[src/rtl/objects_pkg.sv]
// ---------------------------------------------------------------------------
// objects_pkg
//   Shared types and constants for the VGA drawing-object blocks.
//   - cmd_op_t      : layer scheduler command opcodes
//   - sched_state_t : layer scheduler commit FSM states
//   - MAX_LAYERS    : upper bound on drawing layers (index fits in IDX_W bits)
//   - identity_ranks: default rank table, rank[i] = i
// ---------------------------------------------------------------------------
package objects_pkg;

    localparam int unsigned MAX_LAYERS = 8;
    localparam int unsigned IDX_W      = 3;

    typedef logic [IDX_W-1:0] lidx_t;
    typedef logic [MAX_LAYERS-1:0][IDX_W-1:0] rank_tbl_t;

    typedef enum logic [1:0] {
        SWAP         = 2'd0,
        ENABLE       = 2'd1,
        DISABLE      = 2'd2,
        BLINK_TOGGLE = 2'd3
    } cmd_op_t;

    typedef enum logic [1:0] {
        IDLE   = 2'd0,
        STAGED = 2'd1,
        COMMIT = 2'd2
    } sched_state_t;

    function automatic rank_tbl_t identity_ranks();
        rank_tbl_t t;
        for (int unsigned i = 0; i < MAX_LAYERS; i++) begin
            t[i] = lidx_t'(i);
        end
        return t;
    endfunction

endpackage

[src/rtl/layer_priority_resolve.sv]
// ---------------------------------------------------------------------------
// layer_priority_resolve
//   Combinational winner search: among layers with req && en, pick the one
//   with the lowest rank. Ranks form a permutation, so there are no ties.
//   Ports:
//     req   in  NUM_LAYERS            per-layer drawing request
//     en    in  NUM_LAYERS            per-layer effective enable
//     rank  in  NUM_LAYERS x IDX_W    per-layer priority rank (0 = highest)
//     idx   out IDX_W                 winning layer index (0 when none)
//     valid out 1                     some layer is eligible
// ---------------------------------------------------------------------------
module layer_priority_resolve
    import objects_pkg::*;
#(
    parameter int unsigned NUM_LAYERS = 4
) (
    input  logic [NUM_LAYERS-1:0]            req,
    input  logic [NUM_LAYERS-1:0]            en,
    input  logic [NUM_LAYERS-1:0][IDX_W-1:0] rank,
    output logic [IDX_W-1:0]                 idx,
    output logic                             valid
);

    lidx_t best_rank;

    always_comb begin
        idx       = '0;
        valid     = 1'b0;
        best_rank = '1;
        for (int unsigned i = 0; i < NUM_LAYERS; i++) begin
            if (req[i] && en[i] && (!valid || (rank[i] < best_rank))) begin
                valid     = 1'b1;
                best_rank = rank[i];
                idx       = lidx_t'(i);
            end
        end
    end

endmodule

[src/rtl/layer_priority_sched.sv]
// ---------------------------------------------------------------------------
// layer_priority_sched
//   Runtime-programmable priority multiplexer for the VGA drawing layers.
//   Commands edit shadow rank/enable tables; the shadow is copied to the
//   active tables in a one-cycle COMMIT state entered on startOfFrame, so
//   priority never changes mid-frame. Pixels resolve through a 2-stage
//   pipeline (inputs -> winner/colour regs -> output regs).
//
//   Optional feature: define LAYER_BLINK_EN for per-layer blink masks and a
//   (BLINK_SHIFT+1)-bit frame counter; blinking layers are hidden while the
//   counter MSB is set. Without it, BLINK_TOGGLE is an accepted no-op.
//
//   Ports:
//     clk, resetN         pixel clock, async active-low reset
//     startOfFrame        one-cycle pulse at first pixel of a frame
//     layerReq/layerRGB   per-layer request and colour (layer i at [i*RGB_W +: RGB_W])
//     fallbackRGB         colour used when no layer wins
//     cmdValid/cmdReady   command handshake; cmdReady depends on state only
//     cmdOp, cmdA, cmdB   opcode and layer indices (cmdB used by SWAP)
//     RGBOut, winnerIdx, winnerValid   resolved pixel, 2 cycles latency
//     pending             staged edits await a frame boundary
// ---------------------------------------------------------------------------
module layer_priority_sched
    import objects_pkg::*;
#(
    parameter int unsigned NUM_LAYERS  = 4,
    parameter int unsigned RGB_W       = 8,
    parameter int unsigned BLINK_SHIFT = 4
) (
    input  logic                        clk,
    input  logic                        resetN,
    input  logic                        startOfFrame,
    input  logic [NUM_LAYERS-1:0]       layerReq,
    input  logic [NUM_LAYERS*RGB_W-1:0] layerRGB,
    input  logic [RGB_W-1:0]            fallbackRGB,
    input  logic                        cmdValid,
    output logic                        cmdReady,
    input  logic [1:0]                  cmdOp,
    input  logic [2:0]                  cmdA,
    input  logic [2:0]                  cmdB,
    output logic [RGB_W-1:0]            RGBOut,
    output logic [2:0]                  winnerIdx,
    output logic                        winnerValid,
    output logic                        pending
);

    typedef logic [NUM_LAYERS-1:0][IDX_W-1:0] rank_arr_t;
    typedef logic [NUM_LAYERS-1:0][RGB_W-1:0] rgb_arr_t;

    localparam rank_tbl_t ID_ALL    = identity_ranks();
    localparam rank_arr_t RANK_RST  = ID_ALL[NUM_LAYERS-1:0];
    localparam lidx_t     LAST_IDX  = lidx_t'(NUM_LAYERS - 1);

    // Control state
    sched_state_t state_q, state_d;
    logic         pending_q, pending_d;

    // A command that arrives together with startOfFrame in STAGED is held
    // here and applied to the shadow during COMMIT, after the copy.
    logic         defer_vld_q, defer_vld_d;
    cmd_op_t      defer_op_q, defer_op_d;
    lidx_t        defer_a_q, defer_a_d;
    lidx_t        defer_b_q, defer_b_d;

    // Tables
    rank_arr_t             rank_act_q, rank_act_d;
    rank_arr_t             rank_sh_q, rank_sh_d;
    logic [NUM_LAYERS-1:0] en_act_q, en_act_d;
    logic [NUM_LAYERS-1:0] en_sh_q, en_sh_d;
`ifdef LAYER_BLINK_EN
    localparam int unsigned FCNT_W = BLINK_SHIFT + 1;
    logic [NUM_LAYERS-1:0] blink_act_q, blink_act_d;
    logic [NUM_LAYERS-1:0] blink_sh_q, blink_sh_d;
    logic [FCNT_W-1:0]     fcnt_q, fcnt_d;
`endif

    // Pipeline
    rgb_arr_t   rgb_s1_q, rgb_s1_d;
    logic [RGB_W-1:0] fb_s1_q, fb_s1_d;
    lidx_t      widx_s1_q, widx_s1_d;
    logic       wvld_s1_q, wvld_s1_d;
    logic [RGB_W-1:0] rgb_out_q, rgb_out_d;
    lidx_t      widx_out_q, widx_out_d;
    logic       wvld_out_q, wvld_out_d;

    // Shadow-edit source
    logic    cmd_fire;
    logic    sof_collide;
    logic    ed_vld;
    cmd_op_t ed_op;
    lidx_t   ed_a, ed_b;
    logic    a_ok, b_ok;
    lidx_t   rank_at_a, rank_at_b;

    logic [NUM_LAYERS-1:0] en_eff;
    lidx_t                 res_idx;
    logic                  res_vld;

    assign cmdReady = (state_q != COMMIT);

    // ---------------------------------------------------------------------
    // Command decode and shadow edit
    // ---------------------------------------------------------------------
    always_comb begin
        cmd_fire    = cmdValid && cmdReady;
        sof_collide = (state_q == STAGED) && startOfFrame && cmd_fire;

        // No live command can fire in COMMIT, so the deferred one owns the port.
        if (state_q == COMMIT) begin
            ed_vld = defer_vld_q;
            ed_op  = defer_op_q;
            ed_a   = defer_a_q;
            ed_b   = defer_b_q;
        end else begin
            ed_vld = cmd_fire && !sof_collide;
            ed_op  = cmd_op_t'(cmdOp);
            ed_a   = cmdA;
            ed_b   = cmdB;
        end

        a_ok = (ed_a <= LAST_IDX);
        b_ok = (ed_b <= LAST_IDX);

        rank_at_a = '0;
        rank_at_b = '0;
        for (int unsigned i = 0; i < NUM_LAYERS; i++) begin
            if (lidx_t'(i) == ed_a) rank_at_a = rank_sh_q[i];
            if (lidx_t'(i) == ed_b) rank_at_b = rank_sh_q[i];
        end

        rank_sh_d = rank_sh_q;
        en_sh_d   = en_sh_q;
`ifdef LAYER_BLINK_EN
        blink_sh_d = blink_sh_q;
`endif
        if (ed_vld && a_ok) begin
            for (int unsigned i = 0; i < NUM_LAYERS; i++) begin
                case (ed_op)
                    SWAP: begin
                        if (b_ok && (ed_a != ed_b)) begin
                            if (lidx_t'(i) == ed_a)      rank_sh_d[i] = rank_at_b;
                            else if (lidx_t'(i) == ed_b) rank_sh_d[i] = rank_at_a;
                        end
                    end
                    ENABLE:  if (lidx_t'(i) == ed_a) en_sh_d[i] = 1'b1;
                    DISABLE: if (lidx_t'(i) == ed_a) en_sh_d[i] = 1'b0;
                    BLINK_TOGGLE: begin
`ifdef LAYER_BLINK_EN
                        if (lidx_t'(i) == ed_a) blink_sh_d[i] = ~blink_sh_q[i];
`endif
                    end
                    default: ;
                endcase
            end
        end
    end

    // ---------------------------------------------------------------------
    // FSM next state, commit copy, deferred command capture
    // ---------------------------------------------------------------------
    always_comb begin
        state_d = state_q;
        case (state_q)
            IDLE:    if (cmd_fire) state_d = STAGED;
            STAGED:  if (startOfFrame) state_d = COMMIT;
            COMMIT:  state_d = defer_vld_q ? STAGED : IDLE;
            default: state_d = IDLE;
        endcase
        pending_d = (state_d == STAGED);

        defer_vld_d = sof_collide;
        defer_op_d  = cmd_op_t'(cmdOp);
        defer_a_d   = cmdA;
        defer_b_d   = cmdB;

        rank_act_d = rank_act_q;
        en_act_d   = en_act_q;
`ifdef LAYER_BLINK_EN
        blink_act_d = blink_act_q;
        fcnt_d      = startOfFrame ? fcnt_q + 1'b1 : fcnt_q;
`endif
        if (state_q == COMMIT) begin
            rank_act_d = rank_sh_q;
            en_act_d   = en_sh_q;
`ifdef LAYER_BLINK_EN
            blink_act_d = blink_sh_q;
`endif
        end
    end

    // ---------------------------------------------------------------------
    // Pixel pipeline
    // ---------------------------------------------------------------------
`ifdef LAYER_BLINK_EN
    assign en_eff = en_act_q & ~(blink_act_q & {NUM_LAYERS{fcnt_q[FCNT_W-1]}});
`else
    assign en_eff = en_act_q;
`endif

    layer_priority_resolve #(
        .NUM_LAYERS (NUM_LAYERS)
    ) u_resolve (
        .req   (layerReq),
        .en    (en_eff),
        .rank  (rank_act_q),
        .idx   (res_idx),
        .valid (res_vld)
    );

    always_comb begin
        rgb_s1_d  = layerRGB;
        fb_s1_d   = fallbackRGB;
        widx_s1_d = res_idx;
        wvld_s1_d = res_vld;

        rgb_out_d = fb_s1_q;
        if (wvld_s1_q) begin
            for (int unsigned i = 0; i < NUM_LAYERS; i++) begin
                if (lidx_t'(i) == widx_s1_q) rgb_out_d = rgb_s1_q[i];
            end
        end
        widx_out_d = wvld_s1_q ? widx_s1_q : '0;
        wvld_out_d = wvld_s1_q;
    end

    // ---------------------------------------------------------------------
    // Registers
    // ---------------------------------------------------------------------
    always_ff @(posedge clk or negedge resetN) begin
        if (!resetN) begin
            state_q     <= IDLE;
            pending_q   <= 1'b0;
            defer_vld_q <= 1'b0;
            defer_op_q  <= SWAP;
            defer_a_q   <= '0;
            defer_b_q   <= '0;
            rank_act_q  <= RANK_RST;
            rank_sh_q   <= RANK_RST;
            en_act_q    <= '1;
            en_sh_q     <= '1;
`ifdef LAYER_BLINK_EN
            blink_act_q <= '0;
            blink_sh_q  <= '0;
            fcnt_q      <= '0;
`endif
            rgb_s1_q    <= '0;
            fb_s1_q     <= '0;
            widx_s1_q   <= '0;
            wvld_s1_q   <= 1'b0;
            rgb_out_q   <= '0;
            widx_out_q  <= '0;
            wvld_out_q  <= 1'b0;
        end else begin
            state_q     <= state_d;
            pending_q   <= pending_d;
            defer_vld_q <= defer_vld_d;
            defer_op_q  <= defer_op_d;
            defer_a_q   <= defer_a_d;
            defer_b_q   <= defer_b_d;
            rank_act_q  <= rank_act_d;
            rank_sh_q   <= rank_sh_d;
            en_act_q    <= en_act_d;
            en_sh_q     <= en_sh_d;
`ifdef LAYER_BLINK_EN
            blink_act_q <= blink_act_d;
            blink_sh_q  <= blink_sh_d;
            fcnt_q      <= fcnt_d;
`endif
            rgb_s1_q    <= rgb_s1_d;
            fb_s1_q     <= fb_s1_d;
            widx_s1_q   <= widx_s1_d;
            wvld_s1_q   <= wvld_s1_d;
            rgb_out_q   <= rgb_out_d;
            widx_out_q  <= widx_out_d;
            wvld_out_q  <= wvld_out_d;
        end
    end

    assign RGBOut      = rgb_out_q;
    assign winnerIdx   = widx_out_q;
    assign winnerValid = wvld_out_q;
    assign pending     = pending_q;

endmodule

[config.mk]
export PLATFORM = sky130hd
export DESIGN_NAME = layer_priority_sched
export DESIGN_NICKNAME = d
export VERILOG_FILES = /design/src/rtl/objects_pkg.sv /design/src/rtl/layer_priority_resolve.sv /design/src/rtl/layer_priority_sched.sv
export SDC_FILE = /design/constraint.sdc
export NUM_CORES = 1
export LEC_CHECK = 0
export ABC_AREA = 1
export ABC_CLOCK_PERIOD_IN_PS = 4700
export CORE_ASPECT_RATIO = 2
export CORE_MARGIN = 4
export CORE_UTILIZATION = 55
export CTS_CLUSTER_DIAMETER = 120
export DETAILED_ROUTE_END_ITERATION = 6
export GPL_TIMING_DRIVEN = 0
export PLACE_DENSITY = 0.89
export SKIP_CTS_REPAIR_TIMING = 1
export SYNTH_ARGS = -nofsm -noshare
export SYNTH_HDL_FRONTEND = slang
export SYNTH_HIERARCHICAL = 1
export SYNTH_SLANG_ARGS = --single-unit
[constraint.sdc]
create_clock -name clk -period 4.7 [get_ports clk]
set_input_delay 0.94 -clock clk [delete_from_list [all_inputs] [get_ports clk]]
set_output_delay 0.94 -clock clk [all_outputs]
set_load 0.02 [all_outputs]
-- After elaboration in Yosys (flattened, before gate mapping)
Cells that the tools add are included.
Widths: inputs -> output; s select.
- register bits: 100
- bits of input ports: 56
- output and inout port bits: 14
- logic and storage cells: 148
- order comparisons: 5
- eq/ne operators: 24
- muxes and demuxes: 52
- reduce and logical (&&, ||, !) cells: 38
- operators by type and width (kind ; count):
    $mux 3 ; 22
    $mux 8 ; 5
    $reduce_and 4->1 ; 8
    $eq 2x3->1 const A ; 6
    $ne 2x2->1 const B ; 9
    $mux 1 ; 15
    $logic_and 1x1->1 ; 13
    $mux 2 ; 5
    $reduce_bool 2->1 ; 5
    $eq 1x3->1 const A ; 3
    $logic_not 3->1 ; 3
    $lt 3x3->1 ; 3
    $pmux 1 s2 ; 4
    $eq 2x1->1 const B ; 3
    $le 3x2->1 const B ; 2
    $pmux 2 s3 ; 1
    $eq 2x2->1 const B ; 2
    $logic_not 1->1 ; 4
    $logic_not 2->1 ; 2
    $logic_or 1x1->1 ; 3
    $ne 3x3->1 ; 1

-- Depth between registers and ports, before layout
- word-level depth: 14
- mapped depth: 26
- mapped depth without buffers: 26

-- Hierarchy
Netlist, hierarchy kept.
- modules (own cells, without submodules) (module ; times used ; cells each ; area each (um^2) ; sequential area each (um^2)):
    layer_priority_sched ; 1 ; 469 ; 4354.2 ; 2522.4
    layer_priority_resolve ; 1 ; 68 ; 357.8 ; 0.0

-- Least setup slack after synthesis
OpenSTA, ideal clock, no wires.
- kind: input port to flip-flop
- start point: input layerReq[0]
- end point: register widx_s1_q[0]
- setup time: 0.118 ns
- arrival time: 2.910 ns
- setup slack: 1.672 ns
- cell stages on the path: 25
- buffers on the path: 0
- cell sequence: nand2_2 > inv_2 > nand2_2 > a21oi_4 > nand2_2 > nand3_2 > inv_1 > o21ai_0 > ha_1 > nand2_1 > inv_1 > nand2_1 > nand2_1 > nand2_2 > nand2_4 > nand2_1 > o21ai_0 > ha_1 > nand2_1 > inv_1 > nand2_1 > nand2_1 > nand2_1 > nand2_1 > nand2_1
- longest elaborated chain between the ends: 14
- ends and longest elaborated chain (item ; RTL line ; text):
    start, declared ; layer_priority_sched.sv:33 ; input logic [NUM_LAYERS-1:0] layerReq,
    $logic_and 1x1->1 * ; layer_priority_resolve.sv:31 ; if (req[i] && en[i] && (!valid || (rank[i] < best_rank))) begin
    $mux 3 / $mux 1 (equally long branches) ; layer_priority_resolve.sv:31 ;
    $lt 3x3->1 / $logic_not 1->1 (equally long branches) ; layer_priority_resolve.sv:31 ;
    $logic_or 1x1->1 ; layer_priority_resolve.sv:31 ;
    $logic_and 1x1->1 ; layer_priority_resolve.sv:31 ;
    $mux 3 / $mux 1 (equally long branches) ; layer_priority_resolve.sv:31 ;
    $lt 3x3->1 / $logic_not 1->1 (equally long branches) ; layer_priority_resolve.sv:31 ;
    $logic_or 1x1->1 ; layer_priority_resolve.sv:31 ;
    $logic_and 1x1->1 ; layer_priority_resolve.sv:31 ;
    $mux 3 / $mux 1 (equally long branches) ; layer_priority_resolve.sv:31 ;
    $lt 3x3->1 / $logic_not 1->1 (equally long branches) ; layer_priority_resolve.sv:31 ;
    $logic_or 1x1->1 ; layer_priority_resolve.sv:31 ;
    $logic_and 1x1->1 ; layer_priority_resolve.sv:31 ;
    $mux 2 * ; layer_priority_resolve.sv:31 ;
    via res_idx[0] ; layer_priority_sched.sv:96 ; lidx_t res_idx;
    end signal, assigned ; layer_priority_sched.sv:271 ; widx_s1_q <= widx_s1_d;
    end, declared ; layer_priority_sched.sv:80 ; lidx_t widx_s1_q, widx_s1_d;
Mark *: on every way through the listed nets, which the timed path passes. The rest lies on a longest branch.
A chain may end at the register's enable or synchronous reset.

-- Worst setup path in the final report
- start point: input layerReq[0]
- end point: register widx_s1_q[1]
Same word-level chain as after synthesis.

==> results summary <==
The power per unit of standard cell area is slightly below 500 nW/µm². The final total power came out at around 2.9 mW. The largest fanout of any net on the critical path is 7. Global routing finished with a remaining overflow of 0. The cell area after layout is 5834 µm². For this run, design rule violations remaining after detail routing come to 0.

The relative slew slack is 58.31%. The flow ran to the end, and the final reports show no timing, DRC or antenna violations. The first-pass GRT wire length is 19770 µm. The net switching power is 1.036 mW.

The insertion delay to the later sink of the worst-skew pair is 340 ps. By instance count, the cell type seen most on the critical path is sky130_fd_sc_hd__nand2_1. The final worst clock skew came out at roughly 5 ps. During I/O placement, the number of pins put on the boundary was 70. The core area came out at 8292 µm². The flip-flop and latch count after synthesis is 100. The first-pass detailed-route iteration total is 5. The worst supply voltage drop on vdd is 0.0003109 V. Including well taps, the total number of placed cells is 705. In this run, the combinational gates consume 34.5% of the power. The half-perimeter wire length after detailed placement came out at 9193 µm. The layout overhead on the synthesized area came out at 23.82%. Clock tree synthesis inserted a total of 9 buffers.

The number of setup violations in the final report is 0. The wire length reported by the detailed router is 12110 µm. The worst setup path is captured at a register. The post-synthesis cell type count came out at 34.

The clock slew at the register clock pins of the worst setup and hold paths is 70 ps. The iteration-0 DRC count of the detailed router came out at 242. For the pin with the worst max-slew slack, the measured transition is between 600 and 700 ps. The number of non-filler instances in the completed layout is approximately 720. CTS built an H-tree with a depth of 3.

The net count after synthesis is 600. The internal cell power came out at between 1.5 and 2 mW. The placement row count is between 40 and 50. The setup path with the least slack is of type in2reg. The initial core utilization came out at 56.83%.

Hold timing on the final database bottoms out at a slack of 401.7 ps. The worst setup path is launched from an input port. The die covers 10200 µm². The TritonCTS clock tree is built. The share of the cycle needed by the critical path after routing is 78.40%. The delay contributed by the slowest stage of the critical path is 500 ps. The share of post-route cells with drive strength above 1 came out at 16.37%.

Entering global routing, the biggest net connects 53 pins. Once placement finished, the instance area stood at 5550 µm². The post-detailed-route wirelength per cell came out at 16.79 µm. The cell area that synthesis handed to floorplanning was 4712 µm². Across the run, the number of max-cap violations was 0. The count of antenna diodes in the layout came out at 0. The clock power share is 24.6%. The count of final max-slew check failures is 0. The number of nets in the layout is ~700. At the end of routability-driven placement, the weighted congestion stood at 0.9941. The final hold violation count came out at 0. The critical path arrival is 3970 ps.

The count of antenna-violating nets left after detailed routing came out at 0. The clock drives 100 sinks. The root cell of the clock tree is sky130_fd_sc_hd__clkbuf_16. The number of antenna violations at the first check in global routing came to 0. The synthesized instance count came out at 537.

The routed layout has just under 4000 vias. Global routing used 25.45% of the available tracks. The proportion of total power due to net switching came out at 36.33%. The critical path buffer and inverter count is 4. The floorplan die height is 138.9 µm. The startpoint identified for the worst hold timing path is wvld_out_d.

The total leakage power came out at approximately 2.9 nW. The quantity of I/O buffers inserted on ports came out at a little under 70. The ratio of routed vias to standard cells came out at roughly 5.5. Measured along the x axis, the die boundary spans 73.45 µm. On the critical path the largest part of the delay comes from simple AND/OR/NAND/NOR gates. For this run, the top clock speed supported by timing is approximately 270 MHz. The class of the worst hold path is reg2reg.

The warning count from the yosys run is 6. The worst register-to-register path begins at en_act_q[0]. Dividing the synthesized area by the synthesized cell count gives 8.775 µm².

The number of buffers on the longest clock path is 2. Setup repair after global routing left no endpoint under its margin. The required time reported for the critical path endpoint is 4980 ps.

The signal on the critical path passes through clkdlybuf4s50_1 > nand2_2 > inv_2 > nand2_2 > a21oi_4 > nand2_2 > nand3_2 > inv_1 > o21ai_0 > ha_1 > nand2_1 > inv_1 > nand2_1 > nand2_1 > nand2_2 > nand2_4 > o21ai_0 > ha_1 > a21oi_1 > nand2_1 > nand2_1 > nand2_1 > nand2_1. The share of total power dissipated in sequential elements is 40.9%. Among all stages on the critical path, the largest delay is contributed by sky130_fd_sc_hd__clkdlybuf4s50_1. In this run the worst setup path begins at layerReq[0]. The share of the yosys chip area belonging to registers came out at 53.53%. The via count of the first global-routing pass came out at 4207. The clock period minus worst slack is roughly 3700 ps.
## path summary, 6_finish.rpt
check | end | slack [ps] | cells past startpoint
setup / recovery | widx_s1_q[1] | 1020 | 23
hold / removal | winnerValid | 400 | 0
setup reg to reg | widx_s1_q[1] | 1570 | 22
hold reg to reg | winnerValid | 400 | 0
max in group asynchronous | rank_sh_q[3] | 3380 | 2
min in group asynchronous | rgb_s1_q[14] | 610 | 1
## layout by cell type, fill, tap and decap left out, types with 2 or more instances in the layout
cell,count
sky130_fd_sc_hd__nand2_2,12
sky130_fd_sc_hd__o21ai_1,3
sky130_fd_sc_hd__nor2_4,7
sky130_fd_sc_hd__nor2_2,10
sky130_fd_sc_hd__dfstp_2,16
sky130_fd_sc_hd__or2_2,2
sky130_fd_sc_hd__ha_1,7
sky130_fd_sc_hd__a221oi_1,2
sky130_fd_sc_hd__buf_6,4
sky130_fd_sc_hd__clkbuf_1,3
sky130_fd_sc_hd__nand3_2,7
sky130_fd_sc_hd__nand3_1,45
sky130_fd_sc_hd__inv_6,3
sky130_fd_sc_hd__clkinv_2,2
sky130_fd_sc_hd__inv_1,56
sky130_fd_sc_hd__nand4_1,10
sky130_fd_sc_hd__inv_2,11
sky130_fd_sc_hd__a22oi_1,2
sky130_fd_sc_hd__clkbuf_16,9
sky130_fd_sc_hd__o22ai_1,4
sky130_fd_sc_hd__nor2_1,24
sky130_fd_sc_hd__dfrtp_1,84
sky130_fd_sc_hd__clkdlybuf4s50_1,68
sky130_fd_sc_hd__buf_4,2
sky130_fd_sc_hd__a21oi_1,8
sky130_fd_sc_hd__nand2_1,166
sky130_fd_sc_hd__o211ai_1,4
sky130_fd_sc_hd__o21ai_0,29
sky130_fd_sc_hd__nand2_4,9
sky130_fd_sc_hd__o311ai_0,2
sky130_fd_sc_hd__o21ai_2,2
## kinds of logic after synthesis
| group | after synthesis | share of synthesized area (%) |
|---|---|---|
| buffers and inverters | 77 | 6.851 |
| adder cells (fa/ha/maj) | 7 | 1.859 |
| AO/OA/AOI/OAI | 59 | 7.568 |
| AND/OR/NAND/NOR | 293 | 30.11 |
| other | 1 | 0.07958 |
| flip-flops | 100 | 53.53 |
## cell usage after synthesis, drive strengths merged
library cell | instances | area, µm²
inv | 67 | 251.5
or2 | 2 | 12.51
clkbuf | 3 | 11.26
dfstp | 16 | 420.4
o311ai | 2 | 17.52
o22ai | 4 | 25.02
nor2 | 41 | 231.5
nand3 | 53 | 312.8
a32oi | 1 | 8.760
a221oi | 2 | 17.52
a22oi | 2 | 15.01
nand2 | 187 | 799.5
o21ai | 34 | 177.7
ha | 7 | 87.58
o211ai | 4 | 30.03
clkinv | 1 | 3.750
dfrtp | 84 | 2102
buf | 6 | 56.30
conb | 1 | 3.750
nand4 | 10 | 62.56
a21oi | 10 | 65.07
## power groups by stage
stage               clock (mW)  sequential (mW)  combinational [mW]
finish                   0.701             1.17               0.984
global route             0.754             1.19                1.09
CTS                      0.714             1.17               0.976
detailed placement           0             1.18               0.968
global placement             0             1.17               0.928
floorplan                    0             1.22               0.571
## cell type report
class	count	area (µm²)
well taps	98	122.6
inverters	68	255.2
clock buffers	10	239.0
fillers	616	2457
repair buffers	70	715.7
clock inverters	6	45.04
flip-flops and latches	100	2522
plain buffers	9	67.56
multi-input cells	360	1867
## sequential cells by signal, indices dropped and copies added, names as in the netlist
| name | count |
|---|---|
| en_act_q | 4 |
| rgb_s1_q | 32 |
| state_q | 2 |
| en_sh_q | 4 |
| defer_a_q | 3 |
| pending | 1 |
| wvld_out_d | 1 |
| winnerIdx | 3 |
| widx_s1_q | 3 |
| defer_vld_q | 1 |
| RGBOut | 8 |
| winnerValid | 1 |
| defer_op_q | 2 |
| rank_sh_q | 12 |
| fb_s1_q | 8 |
| defer_b_q | 3 |
| rank_act_q | 12 |
## worst reg2reg max path, cell delays in order (launching register included)
cell and delay [ps]:
sky130_fd_sc_hd__dfstp_2 560, sky130_fd_sc_hd__nand2_2 110, sky130_fd_sc_hd__inv_2 80, sky130_fd_sc_hd__nand2_2 60, sky130_fd_sc_hd__a21oi_4 110, sky130_fd_sc_hd__nand2_2 80
sky130_fd_sc_hd__nand3_2 90, sky130_fd_sc_hd__inv_1 90, sky130_fd_sc_hd__o21ai_0 340, sky130_fd_sc_hd__ha_1 310, sky130_fd_sc_hd__nand2_1 60, sky130_fd_sc_hd__inv_1 30
sky130_fd_sc_hd__nand2_1 50, sky130_fd_sc_hd__nand2_1 50, sky130_fd_sc_hd__nand2_2 90, sky130_fd_sc_hd__nand2_4 70, sky130_fd_sc_hd__o21ai_0 200, sky130_fd_sc_hd__ha_1 280
sky130_fd_sc_hd__a21oi_1 160, sky130_fd_sc_hd__nand2_1 70, sky130_fd_sc_hd__nand2_1 50, sky130_fd_sc_hd__nand2_1 60, sky130_fd_sc_hd__nand2_1 70
## metrics by stage
step                      setup WS [ps]  util [%]  TNS, ps
after floorplan                    1672         -        0
after global placement           -681.2     66.64   -56720
after detailed placement          707.4     66.94        0
after CTS                          1056     70.36        0
after global routing              702.4     70.36        0
final                              1015     70.36        0
## layer usage
metal,share of wire [%],vias up,global-route usage [%]
met5,0,-,0
met4,6.3,0,17.77
met3,6.1,56,5.080
met2,56,204,45.32
met1,32,1822,24.74
li1,-,1875,-
Power figures use the tool's default switching activity.
==> variant: new RTL, config.mk and constraints unchanged <==
Remove the register `rgb_out_q`: a continuous assignment takes its place, so the output `RGBOut` follows one clock earlier.
--- a/src/rtl/layer_priority_sched.sv
+++ b/src/rtl/layer_priority_sched.sv
@@ -248,5 +248,4 @@
             widx_s1_q   <= '0;
             wvld_s1_q   <= 1'b0;
-            rgb_out_q   <= '0;
             widx_out_q  <= '0;
             wvld_out_q  <= 1'b0;
@@ -271,9 +270,10 @@
             widx_s1_q   <= widx_s1_d;
             wvld_s1_q   <= wvld_s1_d;
-            rgb_out_q   <= rgb_out_d;
             widx_out_q  <= widx_out_d;
             wvld_out_q  <= wvld_out_d;
         end
     end
+
+    assign rgb_out_q = rgb_out_d;
 
     assign RGBOut      = rgb_out_q;
Formal check against the unedited RTL: not equivalent (Yosys sat finds a counterexample within 4 cycles, from zero or initial values and one cycle with resetN low).
==> variant against the unedited design <==
Total power down 2.1%; utilization increased by 2.0 points; clock power up 12%; synthesized area down 7.0%; fmax down 12%; critical path depth decreased by 13; count of clock-buffer cells in the layout up 1; sequential power decreased by 11%; hold slack better by 0.0014 ns; cell area down 5.0%; setup slack lost 0.50 ns; routed wire length up 3.5%; sequential cell count shrank 8; critical path type is now reg2out.
==> variant: results (changes against the unedited design) <==
stage;metric;value;unit;change
cells_and_area;fin_nets;673;;was 681
synth;synth.avg_cell_area;8.28;um^2;was 8.77 um^2
synth;synth_area_leaders;dfrtp_1 (43%), nand2_1 (16%), dfstp_2 (9.6%);;was dfrtp_1 (45%), nand2_1 (13%), dfstp_2 (8.9%)
global_route;grt_max_degree;68;;was 53
place;dpl.hpwl;9300;um;was 9190 um
synth;synthArstFlopShare;1.00;;unchanged
global_route;antenna_found_initial;0;;unchanged
route;vias_per_cell;5.59;;was 5.49
cells_and_area;drive_gt1_frac;0.119;;was 0.164
global_route;grt_pass1_wl;19800;um;unchanged
global_route;use_met1;0.253;;was 0.247
global_route;met3_usage;0.0375;;was 0.0508
place;dpl_cell_area;5210;um^2;was 5550 um^2
synth;synth_common_cells;nand2_1 (183), dfrtp_1 (76), inv_1 (54), nand3_1 (49), o21ai_0 (32);;was nand2_1 (166), dfrtp_1 (84), inv_1 (56), nand3_1 (45), o21ai_0 (29)
power;ir_drop;0.290;mV;was 0.311 mV
sta;worst_slew_pin_slew;0.586;ns;was 0.625 ns
synth;syn-num-nets;592;;was 600
status;status;completed;;unchanged
route;route.met3.wl;688;um;was 736 um
sta;fin_skew;0.00896;ns;was 0.00498 ns
global_route;grt_usage;0.273;;was 0.255
route;wirelength;12500;um;was 12100 um
route;met2_length;7000;um;was 6720 um
place;pre_cts_ws;0.685;ns;was 0.707 ns
place;place.gp.congestion;0.947;;was 0.994
global_route;grt_use_met2;0.527;;was 0.453
route;wire_per_inst;17.7;um;was 16.8 um
route;drtIter0Drc;270;;was 242
route;firstDrtPassIters;7;;was 5
place;dp.cells;693;;was 705
-- variant: cells by family after synthesis --
logic type | Yosys count | share of synthesized area
other | 1 | 0.000856
buffers and inverters | 72 | 0.0674
flip-flops | 92 | 0.530
AO/OA/AOI/OAI | 59 | 0.0800
AND/OR/NAND/NOR | 298 | 0.302
adder cells (fa/ha/maj) | 7 | 0.0200
-- variant: area by class of cell --
cell class                      count  area [um^2]
Buffer                              9         56.3
Clock buffer                       11          243
Sequential cell                    92         2320
Fill cell                         552         2120
Timing Repair Buffer               70          716
Tap cell                           94          118
Clock inverter                      5         83.8
Multi-Input combinational cell    365         1760
Inverter                           63          239
-- variant: worst paths after layout --
path                                         start                  endpoint  slack, ns  depth (start not counted)
setup / recovery            widx_s1_q[2]$_DFF_PN0_                 RGBOut[3]       0.52                         10
hold / removal                wvld_out_d$_DFF_PN0_     winnerValid$_DFF_PN0_       0.40                          0
setup reg to reg           en_act_q[0]$_DFFE_PN1P_    widx_s1_q[0]$_DFF_PN0_       1.61                         25
hold reg to reg               wvld_out_d$_DFF_PN0_     winnerValid$_DFF_PN0_       0.40                          0
max in group asynchronous                   resetN  rank_sh_q[3]$_DFFE_PN1P_       3.51                          2
min in group asynchronous                   resetN     rgb_s1_q[7]$_DFF_PN0_       0.51                          1
-- variant: critical path, cell delays in order, from the launching register on --
cell and delay (ns):
dfrtp_1 0.42, nor2_1 0.39, inv_1 0.25, nor2_1 0.51, nand2_1 0.10, nand3_1 0.10, o21ai_0 0.10, nand2_1 0.09
nand2_1 0.07, o21ai_0 0.23, clkdlybuf4s50_1 0.65
-- variant: where the power goes --
group          internal, mW  switching, mW  total, mW
clock network         0.482          0.300      0.783
registers             0.958         0.0873       1.04
logic                 0.358          0.607      0.965
